$ cat src/rtl/hit_detector.sv
`default_nettype none
// ============================================================================
// Module   : hit_detector
// Brief    : Light-gun hit detector. Counts lit pclk cycles over one sample
//            frame and pulses hit or miss. Optional macro HIT_SCORE_EN adds a
//            saturating running hit score.
// Revision : 1.0
// ============================================================================
module hit_detector #(
  parameter int HIT_THRESHOLD = 1024,
  parameter int CNT_WIDTH     = 20
) (
  input  logic                 pclk,
  input  logic                 rst,
  input  logic                 vsync,
  input  logic                 blanking,
  input  logic                 sensor,
  output logic                 hit,
  output logic                 miss,
  output logic                 busy,
  output logic [CNT_WIDTH-1:0] light_cnt,
  output logic [7:0]           score
);

  localparam logic [1:0] S_IDLE   = 2'd0;
  localparam logic [1:0] S_ALIGN  = 2'd1;
  localparam logic [1:0] S_SAMPLE = 2'd2;
  localparam logic [1:0] S_DECIDE = 2'd3;

  // 33-bit compare so any threshold above the counter range simply never hits.
  localparam logic [32:0]          C_THRESH  = 33'(HIT_THRESHOLD);
  localparam logic [CNT_WIDTH-1:0] C_CNT_MAX = '1;

  logic [1:0]           state_q, state_d;
  logic                 sens_meta_q, sens_s_q;
  logic                 vsync_p_q, blanking_p_q;
  logic [CNT_WIDTH-1:0] cnt_q, cnt_d;
  logic                 hit_q, hit_d;
  logic                 miss_q, miss_d;
  logic                 busy_q, busy_d;
  logic [CNT_WIDTH-1:0] light_cnt_q, light_cnt_d;
  logic                 vsync_fall, blank_rise, meets;

  assign vsync_fall = vsync_p_q & ~vsync;
  assign blank_rise = ~blanking_p_q & blanking;
  assign meets      = (33'(cnt_q) >= C_THRESH);

  always_ff @(posedge pclk) begin
    if (rst) begin
      state_q <= S_IDLE;
    end else begin
      state_q <= state_d;
    end
  end

  always_comb begin
    state_d = state_q;
    case (state_q)
      S_IDLE:   if (blank_rise) state_d = S_ALIGN;
      S_ALIGN:  if (vsync_fall) state_d = S_SAMPLE;
      S_SAMPLE: if (vsync_fall) state_d = S_DECIDE;
      S_DECIDE: state_d = S_IDLE;
      default:  state_d = S_IDLE;
    endcase
  end

  always_comb begin
    cnt_d       = cnt_q;
    hit_d       = 1'b0;
    miss_d      = 1'b0;
    busy_d      = (state_q != S_IDLE);
    light_cnt_d = light_cnt_q;
    case (state_q)
      S_IDLE: begin
        if (blank_rise) cnt_d = '0;
      end
      S_SAMPLE: begin
        if (sens_s_q && (cnt_q != C_CNT_MAX)) cnt_d = cnt_q + CNT_WIDTH'(1);
      end
      S_DECIDE: begin
        hit_d       = meets;
        miss_d      = ~meets;
        light_cnt_d = cnt_q;
      end
      default: ;
    endcase
  end

  always_ff @(posedge pclk) begin
    if (rst) begin
      sens_meta_q  <= 1'b0;
      sens_s_q     <= 1'b0;
      vsync_p_q    <= 1'b0;
      blanking_p_q <= 1'b0;
      cnt_q        <= '0;
      hit_q        <= 1'b0;
      miss_q       <= 1'b0;
      busy_q       <= 1'b0;
      light_cnt_q  <= '0;
    end else begin
      sens_meta_q  <= sensor;
      sens_s_q     <= sens_meta_q;
      vsync_p_q    <= vsync;
      blanking_p_q <= blanking;
      cnt_q        <= cnt_d;
      hit_q        <= hit_d;
      miss_q       <= miss_d;
      busy_q       <= busy_d;
      light_cnt_q  <= light_cnt_d;
    end
  end

  assign hit       = hit_q;
  assign miss      = miss_q;
  assign busy      = busy_q;
  assign light_cnt = light_cnt_q;

`ifdef HIT_SCORE_EN
  logic [7:0] score_q, score_d;

  always_comb begin
    score_d = score_q;
    if (hit_d && (score_q != 8'hFF)) score_d = score_q + 8'd1;
  end

  always_ff @(posedge pclk) begin
    if (rst) begin
      score_q <= 8'd0;
    end else begin
      score_q <= score_d;
    end
  end

  assign score = score_q;
`else
  assign score = 8'd0;
`endif

endmodule
`default_nettype wire
$ cat config.mk
export PLATFORM = sky130hd
export DESIGN_NAME = hit_detector
export DESIGN_NICKNAME = d
export VERILOG_FILES = /design/src/rtl/hit_detector.sv
export SDC_FILE = /design/constraint.sdc
export NUM_CORES = 1
export LEC_CHECK = 0
export ABC_CLOCK_PERIOD_IN_PS = 6500
export CAP_MARGIN = 30
export CORE_MARGIN = 5
export CORE_UTILIZATION = 35
export DETAILED_ROUTE_END_ITERATION = 10
export SLEW_MARGIN = 10
export SYNTH_ARGS = -nofsm -noshare
export SYNTH_HDL_FRONTEND = slang
export SYNTH_SLANG_ARGS = --single-unit
export TNS_END_PERCENT = 100
$ cat constraint.sdc
create_clock -name pclk -period 6.5 [get_ports pclk]
set_clock_uncertainty 0.1 [all_clocks]
set_input_delay 0.975 -clock pclk [delete_from_list [all_inputs] [get_ports pclk]]
set_output_delay 0.975 -clock pclk [all_outputs]
set_load 0.005 [all_outputs]
==> out/results.ini, run 1 <==
[outcome]
status = complete, no violations

[synth]
avgSynthCellArea_sq_um = 8.72
ys.flop_type = dfxtp_1
postSynthCellCount = 271
synth_top_cell_by_area = dfxtp_1
ys_async_sr_fraction_pct = 0
netlist_area_sq_mm = 0.00236
yosysSeqAreaShare_pct = 41.5
yosys_warnings = 0
synth-edff-count = 0
synth_cell_type_count = 49
synth_top_area_share_pct = 41.5
yosys_register_bits = 49
synth.area.top_cells = dfxtp_1 42%, mux2i_1 8.5%, nor2_1 5.2%

[worst_setup_path]
crit_type = flop to flop
cp_max_fo = 12
cp.required_ns = 6.64
r2r-start = cnt_q[10]
reg2reg_slack_ns = 3.78
worstReg2RegEnd = cnt_q[7]
arrival_ns = 2.86
start_kind = flop
r2r_cells = 5
crit_path_end_kind = flop

[die]
num_io_pins = 36
die_x_um = 92.2
coreArea_sq_mm = 0.00668
start_util_pct = 35.4
core.rowCount = 30
fp.dieArea_sq_mm = 0.00850
fp.dieH_um = 92.2

[global_route]
grt_overflow_total = 0
grt_max_degree = 51
grt_pass1_vias = 1814
grt_pass1_wl_um = 8550
antenna_found_initial = 0
track_usage_pct = 12.5

[power]
peakVddDrop_mv = 0.107
p_leak_nw = 0.914
powerDensity_mw_per_mm2 = 253

[timing]
hold_viol = 0
worstMarginPinSlew_ns = 0.910
rsz0062_at_grt = no
timing.fmax_mhz = 368
final_max_slew_viol_count = 0
holdWs_ns = 0.345
final-setup-viol-count = 0
max_slew_margin_pct = 39.0
tns_ns = 0
min_period_ns = 2.72
post-route-period-util_pct = 41.8

[final_layout]
layout_common_cells = 49 x dfxtp_1, 33 x nor2_1, 27 x clkdlybuf4s50_1
layout_commonest_cell = dfxtp_1
fin_util_pct = 40.9
layout-drive-gt1-share_pct = 6.51
fin_nets = 303
diodes = 0
area_growth_pct = 15.7
fin_cells = 372
final_area_sq_mm = 0.00274

[clocking]
clk_pin_slew_ns = 0.09
clockRootBuffer = clkbuf_8
cts_resized = 0
clock_insertion_delay_worst_skew_ns = 0.30
clock-sinks = 49
cts_made_buffers = 5
cts_htree_levels = 2
hold_buffers = 0
postCtsSetupRepairBufs = 0
cts_tree = built
cts_max_path_buffers = 2

[routing]
vias_per_cell = 5.33
via_count = 1982
ant_nets = 0
drc = 0
wl_um = 5240
routedWlPerCell_um = 14.1
dr.pass1.iters = 4
first_iter_violations = 116

[min_path]
hold_end = sens_s_q
worstHoldStart = sens_meta_q
min_path_type = flop to flop
hold_depth = 1

[placement]
dp_cells = 364
hpwlAfterDp_um = 3630
routabilityCongestion = 0.841
io_buffer_count = 27
dpl_cell_area_sq_mm = 0.00265

[job]
drv_cap = 0

-- sequential cells by signal, summed over array words and instances (netlist names) --
register,cells
cnt_q,20
miss,1
light_cnt,20
sens_s_q,1
state_q,2
hit,1
busy,1
vsync_p_q,1
sens_meta_q,1
blanking_p_q,1
-- synth_stat cells (3+ instances only) --
cell,number
a21o_1,3
a21oi_1,18
a31oi_1,4
and3_1,3
buf_1,4
buf_2,3
buf_4,9
clkbuf_1,7
dfxtp_1,49
ha_1,7
inv_1,10
mux2i_1,20
nand2_1,11
nand2b_1,9
nand3_1,11
nand4_1,3
nor2_1,33
nor2b_1,6
nor4_1,4
o21ai_0,8
o21ai_1,3
o32ai_1,4
or3_1,6
or3_2,3
or4_1,4
-- critical path: stages, from the launching register on --
cell,delay (ns)
dfxtp_1,0.51
nand4_2,0.18
or4_1,0.71
o31ai_2,0.79
o21ai_0,0.21
a21oi_1,0.15
-- worst max path at each step --
stage               cells past startpoint       from         to  slack [ns]
floorplan                               5   blanking  cnt_q[11]        4.29
global placement                        6   blanking  cnt_q[11]        3.65
detailed placement                      6   blanking   cnt_q[9]        3.62
CTS                                     5  cnt_q[10]  cnt_q[17]        3.79
global route                            5  cnt_q[10]  cnt_q[17]        3.58
finish                                  5  cnt_q[10]   cnt_q[7]        3.78
-- cell type report --
cell class / count / area [sq um]
fillers: 688 / 3950
multi-input cells: 196 / 1250
flip-flops and latches: 49 / 981
repair buffers: 29 / 285
well taps: 80 / 100
clock buffers: 7 / 76.3
inverters: 10 / 37.5
clock inverters: 1 / 7.51
-- power breakdown --
group / total, mW / switching, mW / internal [mW]
clock network: 0.175 / 0.0985 / 0.0763
logic: 0.202 / 0.131 / 0.0708
registers: 0.316 / 0.00663 / 0.310
total: 0.693 / 0.236 / 0.457
-- logic make-up (layout without fill, tap and decap cells) --
family | Yosys count | in the layout | share of synthesized area (%)
and+or+nand+nor | 99 | 99 | 21.7
AOI/OAI and AO/OA | 61 | 61 | 17.2
DFF | 49 | 49 | 41.5
buffers and inverters | 33 | 47 | 6.83
muxes | 21 | 21 | 8.95
adders and majority gates | 7 | 7 | 3.71
other | 1 | 8 | 0.159
-- metrics by stage --
step / worst slack, ns / power, mW
CTS: 3.79 / 0.698
floorplan: 4.29 / 0.479
global route: 3.58 / 0.738
finish: 3.78 / 0.693
detailed placement: 3.62 / 0.522
global placement: 3.65 / 0.518
-- routing by layer --
layer  wire length [um]  global-route usage (%)
met5                  0                       0
met4                129                    6.19
met3                243                    3.04
met2               2360                    19.6
met1               2510                    15.8
Power figures use the tool's default switching activity.
==> run 2: changes to the inputs <==
--- a/config.mk
+++ b/config.mk
@@ -5,7 +5,7 @@
 export SDC_FILE = /design/constraint.sdc
 export NUM_CORES = 1
 export LEC_CHECK = 0
-export ABC_CLOCK_PERIOD_IN_PS = 6500
+export ABC_CLOCK_PERIOD_IN_PS = 2600
 export CAP_MARGIN = 30
 export CORE_MARGIN = 5
 export CORE_UTILIZATION = 35
==> constraint.sdc (replaced) <==
create_clock -name pclk -period 2.6 [get_ports pclk]
set_clock_uncertainty 0.1 [all_clocks]
set_input_delay 0.39 -clock pclk [delete_from_list [all_inputs] [get_ports pclk]]
set_output_delay 0.39 -clock pclk [all_outputs]
set_load 0.005 [all_outputs]
==> run 2 against run 1 <==
First-iteration DRC count increased by 20%. Global-route usage increased by 0.78 points. Die area unchanged. Largest cell class unchanged. Highest routed layer unchanged.
==> out/results.ini, run 2 (same netlist as run 1, synthesis figures left out) <==
[die]
start_util_pct = 35.4
num_io_pins = 36
coreArea_sq_mm = 0.00668
fp.dieH_um = 92.2
fp.dieArea_sq_mm = 0.00850
core.rowCount = 30
die_x_um = 92.2

[routing]
routedWlPerCell_um = 14.1
dr.pass1.iters = 4
via_count = 1966
vias_per_cell = 5.16
drc = 0
wl_um = 5370
first_iter_violations = 139
ant_nets = 0

[global_route]
grt-busiest-layer = met2
use_met1_pct = 17.2
grt_pass1_vias = 1872
grt_overflow_total = 0
grt_use_met2_pct = 21.0
antenna_found_initial = 0
grt_max_degree = 30
grt_pass1_wl_um = 9110
track_usage_pct = 13.2
grt_util_met3_pct = 2.54

[clocking]
hold_buffers = 0
clockRootBuffer = clkbuf_8
cts_resized = 0
clock-sinks = 49
cts_htree_levels = 2
clk_pin_slew_ns = 0.09
postCtsSetupRepairBufs = 0
cts_tree = built
cts_max_path_buffers = 2
clock_insertion_delay_worst_skew_ns = 0.31
cts_made_buffers = 5

[worst_setup_path]
cp_max_fo = 8
crit_path_cell_trace = nand4_2 > or4_1 > o21bai_1 > mux2_2 > nor2_2
start_kind = flop
arrival_ns = 2.48
crit_type = flop to flop
critPathMaxStageDelay_ns = 0.68
crit_path_end_kind = flop
cp.required_ns = 2.70
cp_slowest_cell = or4_1

[timing]
timing.fmax_mhz = 420
max_slew_margin_pct = 63.0
final_max_slew_viol_count = 0
worstMarginPinSlew_ns = 0.554
min_period_ns = 2.38
rsz0062_at_grt = no
final-setup-viol-count = 0
post-route-period-util_pct = 91.6
hold_viol = 0
tns_ns = 0

[placement]
routabilityCongestion = 0.900
hpwlAfterDp_um = 3870
dp_cells = 373
io_buffer_count = 27

[power]
pwr-share-clk_pct = 24.3
swShare_pct = 33.2
internal-power_mw = 1.19
comb_power_share_pct = 31.3
peakVddDrop_mv = 0.258
p_sw_mw = 0.592
p_leak_nw = 0.966
powerDensity_mw_per_mm2 = 636
p_seq_share_pct = 44.3

[final_layout]
fin_util_pct = 41.9
layout-drive-gt1-share_pct = 9.63
fin_nets = 312
fin_cells = 381
diodes = 0
multi_input_area_sq_mm = 0.00125
final.fill_count = 677
layout_common_cells = 49 x dfxtp_1, 33 x nor2_1, 27 x clkdlybuf4s50_1
seq_area_sq_um = 981
layout_commonest_cell = dfxtp_1
area_growth_pct = 18.5

[outcome]
status = complete, no violations

[job]
drv_cap = 0

[min_path]
min_path_type = flop to flop

==> run 2: layout make-up <==
type | count | area share [%]
sequential | 49 | 35.0
multi-input combinational | 196 | 44.5
timing repair buffer | 38 | 12.6
clock inverter | 2 | 0.357
tap | 80 | 3.57
clock buffer | 6 | 2.59
inverter | 10 | 1.34
==> run 2: worst paths after layout <==
| path | endpoint | cells after the start | start | slack, ns |
|---|---|---|---|---|
| setup / recovery | cnt_q[0] | 5 | cnt_q[11] | 0.22 |
| hold / removal | sens_s_q | 1 | sens_meta_q | 0.34 |
| setup reg to reg | cnt_q[0] | 5 | cnt_q[11] | 0.22 |
| hold reg to reg | sens_s_q | 1 | sens_meta_q | 0.34 |
==> run 2: per-stage QoR <==
step	power, mW	setup slack [ns]	instance area (sq um)	hold slack (ns)
final	1.78	0.218	2800	0.342
after global routing	1.90	0.0653	2800	0.377
after CTS	1.80	0.237	2800	0.350
after detailed placement	1.36	0.234	2720	0.329
after global placement	1.36	0.233	2720	0.317
after floorplan	1.20	0.537	2390	0.314
==> run 2: power by group through the flow <==
stage / clock (mW) / combinational (mW) / sequential (mW)
floorplan: 0 / 0.391 / 0.805
global placement: 0 / 0.556 / 0.808
detailed placement: 0 / 0.556 / 0.809
CTS: 0.450 / 0.561 / 0.791
global route: 0.480 / 0.626 / 0.795
finish: 0.434 / 0.558 / 0.790
==> run 2: critical path: cells and delay by family (launching register included) <==
| kind | cells | cell delay (ns) |
|---|---|---|
| mux | 1 | 0.27 |
| flops | 1 | 0.47 |
| simple gates | 3 | 0.90 |
| compound gates | 1 | 0.52 |
==> run 2: per-layer routing <==
layer | routed length (um) | share of wire [%] | vias up
li1 | - | - | 1013
met1 | 2550 | 48 | 906
met2 | 2440 | 45 | 38
met3 | 248 | 4.6 | 9
met4 | 126 | 2.3 | 0
met5 | 0 | 0 | -
